`config.mk`:
```
export PLATFORM = sky130hd
export DESIGN_NAME = vga_pattern_engine
export DESIGN_NICKNAME = d
export VERILOG_FILES = /design/src/rtl/vga_pkg.sv /design/src/rtl/vga_timing_counter.sv /design/src/rtl/vga_pattern_engine.sv
export SDC_FILE = /design/constraint.sdc
export NUM_CORES = 1
export LEC_CHECK = 0
export CAP_MARGIN = 20
export CELL_PAD_IN_SITES_DETAIL_PLACEMENT = 2
export CELL_PAD_IN_SITES_GLOBAL_PLACEMENT = 2
export CORE_UTILIZATION = 39
export CTS_BUF_LIST = sky130_fd_sc_hd__clkbuf_4
export DETAILED_ROUTE_END_ITERATION = 6
export GPL_TIMING_DRIVEN = 0
export PLACE_DENSITY = 0.83
export SYNTH_ARGS = -nofsm -noshare
export SYNTH_HDL_FRONTEND = slang
export SYNTH_SLANG_ARGS = --single-unit
```
`constraint.sdc`:
```
create_clock -name i_clk -period 3.3 [get_ports i_clk]
set_clock_uncertainty 0.05 [all_clocks]
set_input_delay 0.66 -clock i_clk [delete_from_list [all_inputs] [get_ports i_clk]]
set_output_delay 0.66 -clock i_clk [all_outputs]
set_load 0.1 [all_outputs]
```
`src/rtl/vga_pkg.sv`:
```
// Shared pattern codes, default 640x480@60 timing and the raw timing bundle.
// Constants only; no logic.
package vga_pkg;

  localparam logic [2:0] PAT_BLACK  = 3'd0;
  localparam logic [2:0] PAT_RED    = 3'd1;
  localparam logic [2:0] PAT_GREEN  = 3'd2;
  localparam logic [2:0] PAT_BLUE   = 3'd3;
  localparam logic [2:0] PAT_WHITE  = 3'd4;
  localparam logic [2:0] PAT_CHECK  = 3'd5;
  localparam logic [2:0] PAT_BARS   = 3'd6;
  localparam logic [2:0] PAT_MOVING = 3'd7;

  localparam int DEF_H_ACTIVE = 640;
  localparam int DEF_H_FP     = 16;
  localparam int DEF_H_SYNC   = 96;
  localparam int DEF_H_BP     = 48;
  localparam int DEF_V_ACTIVE = 480;
  localparam int DEF_V_FP     = 10;
  localparam int DEF_V_SYNC   = 2;
  localparam int DEF_V_BP     = 33;

  localparam int MOVING_BAR_W = 16;

  // Decoded timing for the current counter position, before the output register.
  typedef struct packed {
    logic hsync;
    logic vsync;
    logic de;
    logic frame_start;
  } vga_ctl_t;

  // Colour-bar width; never zero so tiny test geometries still elaborate.
  function automatic int bar_width(input int h_active);
    return (h_active / 8 < 1) ? 1 : h_active / 8;
  endfunction

endpackage

```
`src/rtl/vga_timing_counter.sv`:
```
// Column/row raster counters with combinational sync/de/frame_start decode.
// Decode is zero-latency from the counter flops; free-running, no backpressure.
module vga_timing_counter
  import vga_pkg::*;
#(
  parameter int   H_ACTIVE = DEF_H_ACTIVE,
  parameter int   H_FP     = DEF_H_FP,
  parameter int   H_SYNC   = DEF_H_SYNC,
  parameter int   H_BP     = DEF_H_BP,
  parameter int   V_ACTIVE = DEF_V_ACTIVE,
  parameter int   V_FP     = DEF_V_FP,
  parameter int   V_SYNC   = DEF_V_SYNC,
  parameter int   V_BP     = DEF_V_BP,
  parameter logic SYNC_POL = 1'b0,
  localparam int  H_TOTAL  = H_ACTIVE + H_FP + H_SYNC + H_BP,
  localparam int  V_TOTAL  = V_ACTIVE + V_FP + V_SYNC + V_BP,
  localparam int  HW       = $clog2(H_TOTAL),
  localparam int  VW       = $clog2(V_TOTAL)
) (
  input  logic          i_clk,
  input  logic          i_rst_n,
  output logic [HW-1:0] o_col,
  output logic [VW-1:0] o_row,
  output vga_ctl_t      o_ctl,
  output logic          o_last_col,
  output logic          o_last_px
);

  logic [HW-1:0] col_q, col_d;
  logic [VW-1:0] row_q, row_d;
  logic [31:0]   col_w, row_w;
  logic          last_col, last_row;
  logic          hs_act, vs_act;

  always_comb begin
    col_w    = 32'(col_q);
    row_w    = 32'(row_q);
    last_col = (col_w == 32'(H_TOTAL - 1));
    last_row = (row_w == 32'(V_TOTAL - 1));
    col_d    = col_q + 1'b1;
    row_d    = row_q;
    if (last_col) begin
      col_d = '0;
      row_d = last_row ? '0 : row_q + 1'b1;
    end
  end

  always_ff @(posedge i_clk or negedge i_rst_n) begin
    if (!i_rst_n) begin
      col_q <= '0;
      row_q <= '0;
    end else begin
      col_q <= col_d;
      row_q <= row_d;
    end
  end

  // Compare in 32 bits so the sync end bound can never overflow the counter width.
  always_comb begin
    hs_act = (col_w >= 32'(H_ACTIVE + H_FP)) && (col_w <= 32'(H_ACTIVE + H_FP + H_SYNC - 1));
    vs_act = (row_w >= 32'(V_ACTIVE + V_FP)) && (row_w <= 32'(V_ACTIVE + V_FP + V_SYNC - 1));
    o_ctl             = '0;
    o_ctl.hsync       = hs_act ? SYNC_POL : ~SYNC_POL;
    o_ctl.vsync       = vs_act ? SYNC_POL : ~SYNC_POL;
    o_ctl.de          = (col_w < 32'(H_ACTIVE)) && (row_w < 32'(V_ACTIVE));
    o_ctl.frame_start = (col_w == 32'd0) && (row_w == 32'd0);
  end

  assign o_col      = col_q;
  assign o_row      = row_q;
  assign o_last_col = last_col;
  assign o_last_px  = last_col && last_row;

endmodule

```
`src/rtl/vga_pattern_engine.sv`:
```
// VGA timing plus 8 test patterns; pattern latched at frame start, bar position steps per frame.
// All outputs registered one clock after the counter position; free-running, no backpressure.
module vga_pattern_engine
  import vga_pkg::*;
#(
  parameter int   VIDEO_WIDTH = 3,
  parameter int   H_ACTIVE    = DEF_H_ACTIVE,
  parameter int   H_FP        = DEF_H_FP,
  parameter int   H_SYNC      = DEF_H_SYNC,
  parameter int   H_BP        = DEF_H_BP,
  parameter int   V_ACTIVE    = DEF_V_ACTIVE,
  parameter int   V_FP        = DEF_V_FP,
  parameter int   V_SYNC      = DEF_V_SYNC,
  parameter int   V_BP        = DEF_V_BP,
  parameter logic SYNC_POL    = 1'b0,
  parameter int   CHECK_LOG2  = 5
) (
  input  logic                   i_clk,
  input  logic                   i_rst_n,
  input  logic [2:0]             i_pattern,
  output logic                   o_hsync,
  output logic                   o_vsync,
  output logic                   o_de,
  output logic                   o_frame_start,
  output logic [VIDEO_WIDTH-1:0] o_red,
  output logic [VIDEO_WIDTH-1:0] o_green,
  output logic [VIDEO_WIDTH-1:0] o_blue
);

  localparam int H_TOTAL = H_ACTIVE + H_FP + H_SYNC + H_BP;
  localparam int V_TOTAL = V_ACTIVE + V_FP + V_SYNC + V_BP;
  localparam int HW      = $clog2(H_TOTAL);
  localparam int VW      = $clog2(V_TOTAL);
  localparam int BAR_W   = bar_width(H_ACTIVE);
  localparam int BCW     = $clog2(BAR_W + 1);

  localparam logic [VIDEO_WIDTH-1:0] FULL = '1;
  localparam logic [VIDEO_WIDTH-1:0] NONE = '0;

  logic [HW-1:0] col;
  logic [VW-1:0] row;
  vga_ctl_t      ctl;
  logic          last_col, last_px;

  vga_timing_counter #(
    .H_ACTIVE (H_ACTIVE),
    .H_FP     (H_FP),
    .H_SYNC   (H_SYNC),
    .H_BP     (H_BP),
    .V_ACTIVE (V_ACTIVE),
    .V_FP     (V_FP),
    .V_SYNC   (V_SYNC),
    .V_BP     (V_BP),
    .SYNC_POL (SYNC_POL)
  ) u_timing (
    .i_clk      (i_clk),
    .i_rst_n    (i_rst_n),
    .o_col      (col),
    .o_row      (row),
    .o_ctl      (ctl),
    .o_last_col (last_col),
    .o_last_px  (last_px)
  );

  logic [2:0]             pat_q, pat_d;
  logic [BCW-1:0]         bar_cnt_q, bar_cnt_d;
  logic [2:0]             bar_idx_q, bar_idx_d;
  logic [HW-1:0]          bar_pos_q, bar_pos_d;
  logic                   hsync_q, hsync_d;
  logic                   vsync_q, vsync_d;
  logic                   de_q, de_d;
  logic                   frame_start_q, frame_start_d;
  logic [VIDEO_WIDTH-1:0] red_q, red_d;
  logic [VIDEO_WIDTH-1:0] green_q, green_d;
  logic [VIDEO_WIDTH-1:0] blue_q, blue_d;
  logic [31:0]            col_w, row_w, pos_w;
  logic                   check_on, moving_on;

  // pat_d doubles as the effective pattern so pixel (0,0) already uses the new selection.
  always_comb begin
    pat_d = ctl.frame_start ? i_pattern : pat_q;
  end

  // bar_idx tracks col / BAR_W incrementally; saturates past the last bar (blanked anyway).
  always_comb begin
    bar_cnt_d = bar_cnt_q + 1'b1;
    bar_idx_d = bar_idx_q;
    if (last_col) begin
      bar_cnt_d = '0;
      bar_idx_d = '0;
    end else if (32'(bar_cnt_q) == 32'(BAR_W - 1)) begin
      bar_cnt_d = '0;
      bar_idx_d = (bar_idx_q == 3'd7) ? 3'd7 : bar_idx_q + 1'b1;
    end
  end

  // Stepping on the last pixel means each new frame starts with its advanced position.
  always_comb begin
    bar_pos_d = bar_pos_q;
    if (last_px) begin
      bar_pos_d = (32'(bar_pos_q) + 32'd1 >= 32'(H_ACTIVE)) ? '0 : bar_pos_q + 1'b1;
    end
  end

  always_comb begin
    col_w     = 32'(col);
    row_w     = 32'(row);
    pos_w     = 32'(bar_pos_q);
    check_on  = ((col_w >> CHECK_LOG2) & 32'd1) != ((row_w >> CHECK_LOG2) & 32'd1);
    moving_on = (col_w >= pos_w) && (col_w < pos_w + 32'(MOVING_BAR_W)) &&
                (col_w < 32'(H_ACTIVE));
  end

  always_comb begin
    red_d   = NONE;
    green_d = NONE;
    blue_d  = NONE;
    if (ctl.de) begin
      case (pat_d)
        PAT_RED:   red_d   = FULL;
        PAT_GREEN: green_d = FULL;
        PAT_BLUE:  blue_d  = FULL;
        PAT_WHITE: begin
          red_d   = FULL;
          green_d = FULL;
          blue_d  = FULL;
        end
        PAT_CHECK: begin
          red_d   = check_on ? FULL : NONE;
          green_d = check_on ? FULL : NONE;
          blue_d  = check_on ? FULL : NONE;
        end
        PAT_BARS: begin
          red_d   = {VIDEO_WIDTH{bar_idx_q[2]}};
          green_d = {VIDEO_WIDTH{bar_idx_q[1]}};
          blue_d  = {VIDEO_WIDTH{bar_idx_q[0]}};
        end
        PAT_MOVING: begin
          red_d   = moving_on ? FULL : NONE;
          green_d = moving_on ? FULL : NONE;
          blue_d  = FULL;
        end
        default: ;
      endcase
    end
  end

  always_comb begin
    hsync_d       = ctl.hsync;
    vsync_d       = ctl.vsync;
    de_d          = ctl.de;
    frame_start_d = ctl.frame_start;
  end

  always_ff @(posedge i_clk or negedge i_rst_n) begin
    if (!i_rst_n) begin
      pat_q         <= PAT_BLACK;
      bar_cnt_q     <= '0;
      bar_idx_q     <= '0;
      bar_pos_q     <= '0;
      hsync_q       <= ~SYNC_POL;
      vsync_q       <= ~SYNC_POL;
      de_q          <= 1'b0;
      frame_start_q <= 1'b0;
      red_q         <= '0;
      green_q       <= '0;
      blue_q        <= '0;
    end else begin
      pat_q         <= pat_d;
      bar_cnt_q     <= bar_cnt_d;
      bar_idx_q     <= bar_idx_d;
      bar_pos_q     <= bar_pos_d;
      hsync_q       <= hsync_d;
      vsync_q       <= vsync_d;
      de_q          <= de_d;
      frame_start_q <= frame_start_d;
      red_q         <= red_d;
      green_q       <= green_d;
      blue_q        <= blue_d;
    end
  end

  assign o_hsync       = hsync_q;
  assign o_vsync       = vsync_q;
  assign o_de          = de_q;
  assign o_frame_start = frame_start_q;
  assign o_red         = red_q;
  assign o_green       = green_q;
  assign o_blue        = blue_q;

endmodule

```
==> impl_metrics.ini, run 1 <==
[power]
max-vdd-ir-drop_uv = 116
power_density_nw_per_um2 = 308
p_leak_uw = 0.00151

[global_route]
grt_pass1_vias = 2790
globalRouteOverflowTotal = 0
met2_usage = 0.374
grtUsageMet3 = 0.0268
grt_pass1_wl_mm = 14.1
grt_max_degree = 29
grtUsageTotal = 0.215
busiest_layer = met2
met1_usage = 0.283
antenna_found_initial = 0

[critical_path]
crit_type = flop to output port
worstPathArrival_ps = 2060
crit_required_ps = 2590
worst-path-buf-inv = 1
end_kind = output port
crit_family = buffers and inverters
start_kind = flop
critPathSlowestCell = clkdlybuf4s50_1
cpPeakStageDelay_ps = 1120
crit_chain = clkdlybuf4s50_1
cp_max_fo = 1

[finish]
final_area_sq_um = 3490
diodes = 0
layout-drive-gt1-share = 0.0964
utilization = 0.451
n_fill_cell = 872
syn2layout_area_growth_pct = 12.2
fin_nets = 392

[sta]
finalCritPeriodShare = 0.840
fin_ws_ps = 529
rsz0062_at_grt = no
setup_viol = 0
fmax_mhz = 361
max_slew_margin = 0.348
hold_viol = 0
tightest_slew_ps = 975
finalMaxSlewViolations = 0
setup_tns_ps = 0
min_period_ps = 2770

[synthesis]
syn_area_sq_um = 3110
syn-num-nets = 367
synth_edf_count = 0
avgSynthCellArea_sq_um = 9.23
synth_ff_type = dfrtp_1
synth_seq_cells = 50
async_flop_share = 1.00
synth_cell_types = 53
synthCells = 337
yosys_warnings = 0
seq_area_frac_synth = 0.403

[cts]
cts-resized-gates = 0
cts_sinks = 50
cts_tree = built
clk_latency_ps = 400
htree_levels = 2
postCtsSetupBuffers = 0
clockBufferDepth = 2
ctsHoldBuffers = 0
clk_pin_slew_worst_paths_ps = 190
cts_made_buffers = 5
clockRootBuffer = clkbuf_4

[placed_design]
place_area_sq_um = 3420
io_buffers = 17
place_ws_ps = 544
dp_hpwl_mm = 6.37
routabilityCongestion = 0.754

[worst_hold_path]
min_path_type = input port to asynchronous set/reset pin

[drt]
dr.pass1.iters = 6
drt-wirelength-per-cell_microns = 17.8
postRouteWirelength_mm = 8.28
route.detailed.drc = 0
vias = 2636
first_iter_violations = 53
drtAntennaViolNets = 0
via_per_inst = 5.67

[floorplan]
die_x_microns = 91.3
fp.coreArea_sq_um = 7730
rows = 32
floorplan.die_area_sq_um = 8330
fp.dieH_microns = 91.3
io_pins = 18
start_util = 0.402

[run_status]
outcome = finished clean

[run]
maxCapViolCount = 0
[synthesized netlist by cell type, types with 3 or more instances]
master / n / area (sq um)
nor2_1: 22 / 82.6
a21oi_1: 15 / 75.1
o31ai_1: 5 / 37.5
inv_1: 18 / 67.6
nand2_1: 31 / 116
dfrtp_1: 48 / 1200
o21ai_0: 16 / 80.1
or4_1: 3 / 22.5
nand3_1: 23 / 115
xnor2_1: 12 / 105
nor2b_1: 5 / 31.3
ha_1: 25 / 313
clkbuf_1: 6 / 22.5
xor2_1: 9 / 78.8
and3_1: 10 / 62.6
buf_4: 7 / 52.6
nor3_1: 7 / 35.0
nand2b_1: 5 / 31.3
or3_1: 4 / 25.0
o21ai_1: 12 / 60.1
nand4_1: 8 / 50.1
[cell families (layout without fill, tap and decap cells)]
family                   Yosys count  in the layout  synth area share
multiplexers                       2              2           0.00724
XOR/XNOR                          21             21            0.0592
buffers and inverters             33             59            0.0491
flip-flops                        50             50             0.403
AND/OR/NAND/NOR                  140            140             0.249
adder cells (fa/ha/maj)           25             25             0.101
AO/OA/AOI/OAI                     66             66             0.132
[cells in the final DEF, fill, tap and decap left out, types with 3 or more instances in the layout]
master,Yosys,final
xor2_1,9,9
nand2_1,31,31
o31ai_1,5,5
nor3_1,7,7
or4_1,3,3
nand4_1,8,8
buf_2,2,3
clkbuf_4,0,5
clkdlybuf4s50_1,0,16
o21ai_0,16,16
ha_1,25,25
clkbuf_1,6,6
and3_1,10,10
nor2b_1,5,5
a21oi_1,15,15
o21ai_1,12,12
dfrtp_1,48,48
or3_1,4,4
nand2b_1,5,5
xnor2_1,12,12
nand3_1,23,23
nor2_1,22,22
buf_4,7,7
inv_1,18,18
[where the power goes]
part / leakage, uW / switching (uW) / total, uW / internal (uW)
clock: 0.0000373 / 236 / 327 / 91.7
combinational: 0.000829 / 92.6 / 125 / 32.6
sequential: 0.000644 / 2.87 / 621 / 618
total: 0.00151 / 331 / 1070 / 742
[layout make-up]
cell class | count | area [sq um] | area share
clock buffers | 5 | 37.5 | 0.0108
inverters | 18 | 67.6 | 0.0194
multi-input cells | 254 | 1700 | 0.488
clock inverters | 3 | 28.8 | 0.00825
well taps | 102 | 128 | 0.0366
flip-flops and latches | 50 | 1250 | 0.359
plain buffers | 15 | 85.1 | 0.0244
repair buffers | 18 | 185 | 0.0531
[flip-flops by register name, indices dropped and copies added, names as in the netlist]
name	flops
bar_cnt_q	7
bar_idx_q	3
bar_pos_q	10
o_blue	1
o_de	1
o_frame_start	1
o_green	1
o_hsync	1
o_red	1
o_vsync	1
pat_q	3
u_timing.o_col	10
u_timing.o_row	10
[routing by layer]
layer / part of all wire / wire length (microns) / vias to the layer above
li1: - / - / 1251
met1: 0.47 / 3930 / 1347
met2: 0.50 / 4120 / 32
met3: 0.018 / 148 / 6
met4: 0.010 / 83 / 0
met5: 0 / 0 / -
[metrics by stage]
stage	instances	total power, uW	hold slack [ps]
2_1_floorplan	337	718	314
3_3_place_gp	456	755	394
3_5_place_dp	457	760	404
4_1_cts	465	1090	242
5_1_grt	465	1110	258
6_report	465	1070	211
[final timing paths]
path | startpoint | endpoint | slack (ps) | depth (start not counted)
min | i_rst_n | bar_cnt_q[5]$_DFF_PN0_ | 210 | 1
min in group i_clk | bar_cnt_q[0]$_DFF_PN0_ | bar_cnt_q[0]$_DFF_PN0_ | 420 | 1
max reg2reg | bar_pos_q[4]$_DFFE_PN0P_ | o_green[1]$_DFF_PN0_ | 530 | 10
max in group asynchronous | i_rst_n | o_hsync$_DFF_PN1_ | 2330 | 2
max | o_hsync$_DFF_PN1_ | o_hsync | 530 | 1
min reg2reg | bar_cnt_q[0]$_DFF_PN0_ | bar_cnt_q[0]$_DFF_PN0_ | 420 | 1
No activity file was read; power rests on OpenSTA's default activity.
==> run 2, diff against run 1 <==
--- a/config.mk
+++ b/config.mk
@@ -8,11 +8,11 @@
 export CAP_MARGIN = 20
 export CELL_PAD_IN_SITES_DETAIL_PLACEMENT = 2
 export CELL_PAD_IN_SITES_GLOBAL_PLACEMENT = 2
-export CORE_UTILIZATION = 39
+export CORE_UTILIZATION = 35
 export CTS_BUF_LIST = sky130_fd_sc_hd__clkbuf_4
 export DETAILED_ROUTE_END_ITERATION = 6
 export GPL_TIMING_DRIVEN = 0
-export PLACE_DENSITY = 0.83
+export PLACE_DENSITY = 0.78
 export SYNTH_ARGS = -nofsm -noshare
 export SYNTH_HDL_FRONTEND = slang
 export SYNTH_SLANG_ARGS = --single-unit
==> constraint.sdc (replaced) <==
create_clock -name i_clk -period 2.32 [get_ports i_clk]
set_clock_uncertainty 0.05 [all_clocks]
set_input_delay 0.464 -clock i_clk [delete_from_list [all_inputs] [get_ports i_clk]]
set_output_delay 0.464 -clock i_clk [all_outputs]
set_load 0.1 [all_outputs]
==> run 2 against run 1 <==
Net effect:
- the run now ends with setup timing left
- total power is 44% higher
- core utilization is 0.96 points higher
- final area is 15% higher
- critical endpoint is now o_red[1]$_DFF_PN0_
- largest cell class unchanged
==> impl_metrics.ini, run 2 (synthesis results as in run 1) <==
[run_status]
outcome = finished with violations
violations = setup timing

[critical_path]
r2r-end = o_red[1]$_DFF_PN0_
critPathSlowestCell = or4_4
crit_chain = ha_4, nand3_1, xnor2_2, ha_1, a21oi_1, nor2b_1, o21ai_1, nand4_1, or4_4, a41oi_2
r2r-start = bar_pos_q[5]$_DFFE_PN0P_
end_kind = flop
start_kind = flop
cpPeakStageDelay_ps = 580
cp_max_fo = 2
worstPathArrival_ps = 2860
crit_type = flop to flop
crit_path_start = bar_pos_q[5]$_DFFE_PN0P_
endpoint = o_red[1]$_DFF_PN0_
worstRegToRegCells = 10
r2r_slack_ps = -270
crit_required_ps = 2590

[worst_hold_path]
min_path_cells = 1
min_path_type = flop to flop

[finish]
fin_nets = 424
syn2layout_area_growth_pct = 28.7
finalNonFillerCells = 503
n_fill_cell = 938
mostFrequentLayoutCell = dfrtp_1
diodes = 0
final_area_sq_um = 4000
layout_common_cells = dfrtp_1, nand2_1, buf_4
layout-drive-gt1-share = 0.289

[placed_design]
routabilityCongestion = 0.765
dp_cells = 463
place_area_sq_um = 3430
io_buffers = 17
place_ws_ps = -537
dp_hpwl_mm = 6.48

[floorplan]
rows = 34
fp.dieH_microns = 96.3
io_pins = 18
floorplan.die_area_sq_um = 9260
fp.coreArea_sq_um = 8680
start_util = 0.358
die_x_microns = 96.3

[sta]
min_period_ps = 2590
hold_viol = 0
setup_viol = 13
max_slew_margin = 0.359
hold_slack_ps = 427
fmax_mhz = 386
tightest_slew_ps = 965
rsz0062_at_grt = yes
finalCritPeriodShare = 1.12
fin_ws_ps = -270
finalMaxSlewViolations = 0

[drt]
postRouteWirelength_mm = 10.5
dr.pass1.iters = 4
drt-wirelength-per-cell_microns = 20.9
first_iter_violations = 66
via_per_inst = 5.67
route.detailed.drc = 0
drtAntennaViolNets = 0
vias = 2854

[cts]
clk_latency_ps = 390
clockRootBuffer = clkbuf_4
cts_made_buffers = 5
clockBufferDepth = 2
cts_sinks = 50
cts_tree = built
htree_levels = 2
clk_pin_slew_worst_paths_ps = 180

[global_route]
grt_max_degree = 29
grt_pass1_vias = 3076
grtUsageTotal = 0.232
antenna_found_initial = 0
globalRouteOverflowTotal = 0
grt_pass1_wl_mm = 16.2

[power]
pwr-share-comb = 0.119
switching_share = 0.317
p_int_uw = 1060
p_leak_uw = 0.00173
power.switching_uw = 490
p_seq_frac = 0.571
power_density_nw_per_um2 = 387
clockPowerShare = 0.310
max-vdd-ir-drop_uv = 171

[run]
maxCapViolCount = 0
[run 2: metrics by stage]
| stage | utilization | TNS, ps | power, uW |
|---|---|---|---|
| floorplan | - | -96.1 | 1020 |
| global placement | 0.394 | -48880 | 1080 |
| detailed placement | 0.395 | -6060 | 1080 |
| CTS | 0.444 | -933 | 1560 |
| global route | 0.461 | -2710 | 1600 |
| finish | 0.461 | -1470 | 1550 |
[run 2: what timing repair did]
action	4_1_cts	5_1_grt
hold buffers	1	0
hold endpoints to repair	7	0
resized for setup	59	33
endpoints found under the setup margin	39	30
setup buffers	27	7
cloned	0	0
pin swaps	9	11
[run 2: how the worst min path moves through the flow]
stage	from	to	slack, ps
after floorplan	i_rst_n	bar_cnt_q[0]$_DFF_PN0_	120
after global placement	bar_cnt_q[0]$_DFF_PN0_	bar_cnt_q[0]$_DFF_PN0_	400
after detailed placement	bar_cnt_q[0]$_DFF_PN0_	bar_cnt_q[0]$_DFF_PN0_	420
after CTS	bar_cnt_q[0]$_DFF_PN0_	bar_cnt_q[0]$_DFF_PN0_	440
after global routing	bar_cnt_q[0]$_DFF_PN0_	bar_cnt_q[0]$_DFF_PN0_	460
final	bar_cnt_q[0]$_DFF_PN0_	bar_cnt_q[0]$_DFF_PN0_	430
[run 2: power by group through the flow]
stage	combinational (uW)	sequential, uW	clock, uW
2_1_floorplan	91.4	929	0
3_3_place_gp	176	899	0
3_5_place_dp	182	899	0
4_1_cts	180	884	498
5_1_grt	195	885	522
6_report	184	884	480
[run 2: area by class of cell]
cell class | instances | area, sq um | share of cell area
Multi-Input combinational cell | 254 | 1890 | 0.473
Sequential cell | 50 | 1260 | 0.315
Timing Repair Buffer | 53 | 475 | 0.119
Tap cell | 108 | 135 | 0.0338
Buffer | 12 | 101 | 0.0253
Inverter | 18 | 67.6 | 0.0169
Clock buffer | 5 | 37.5 | 0.00938
Clock inverter | 3 | 28.8 | 0.00719
[run 2: metal layers]
layer / track usage / wire length, microns / up-vias
li1: - / - / 1313
met5: 0 / 0 / -
met2: 0.427 / 5470 / 42
met3: 0.0308 / 220 / 12
met4: 0.0572 / 144 / 0
met1: 0.282 / 4690 / 1487
[run 2: critical path: cells and delay by family, from the launching register on]
family          cells  cell delay, ps
simple gates        4             920
xor+xnor            1             210
compound gates      3             470
fa+ha+maj           2             440
flops               1             430
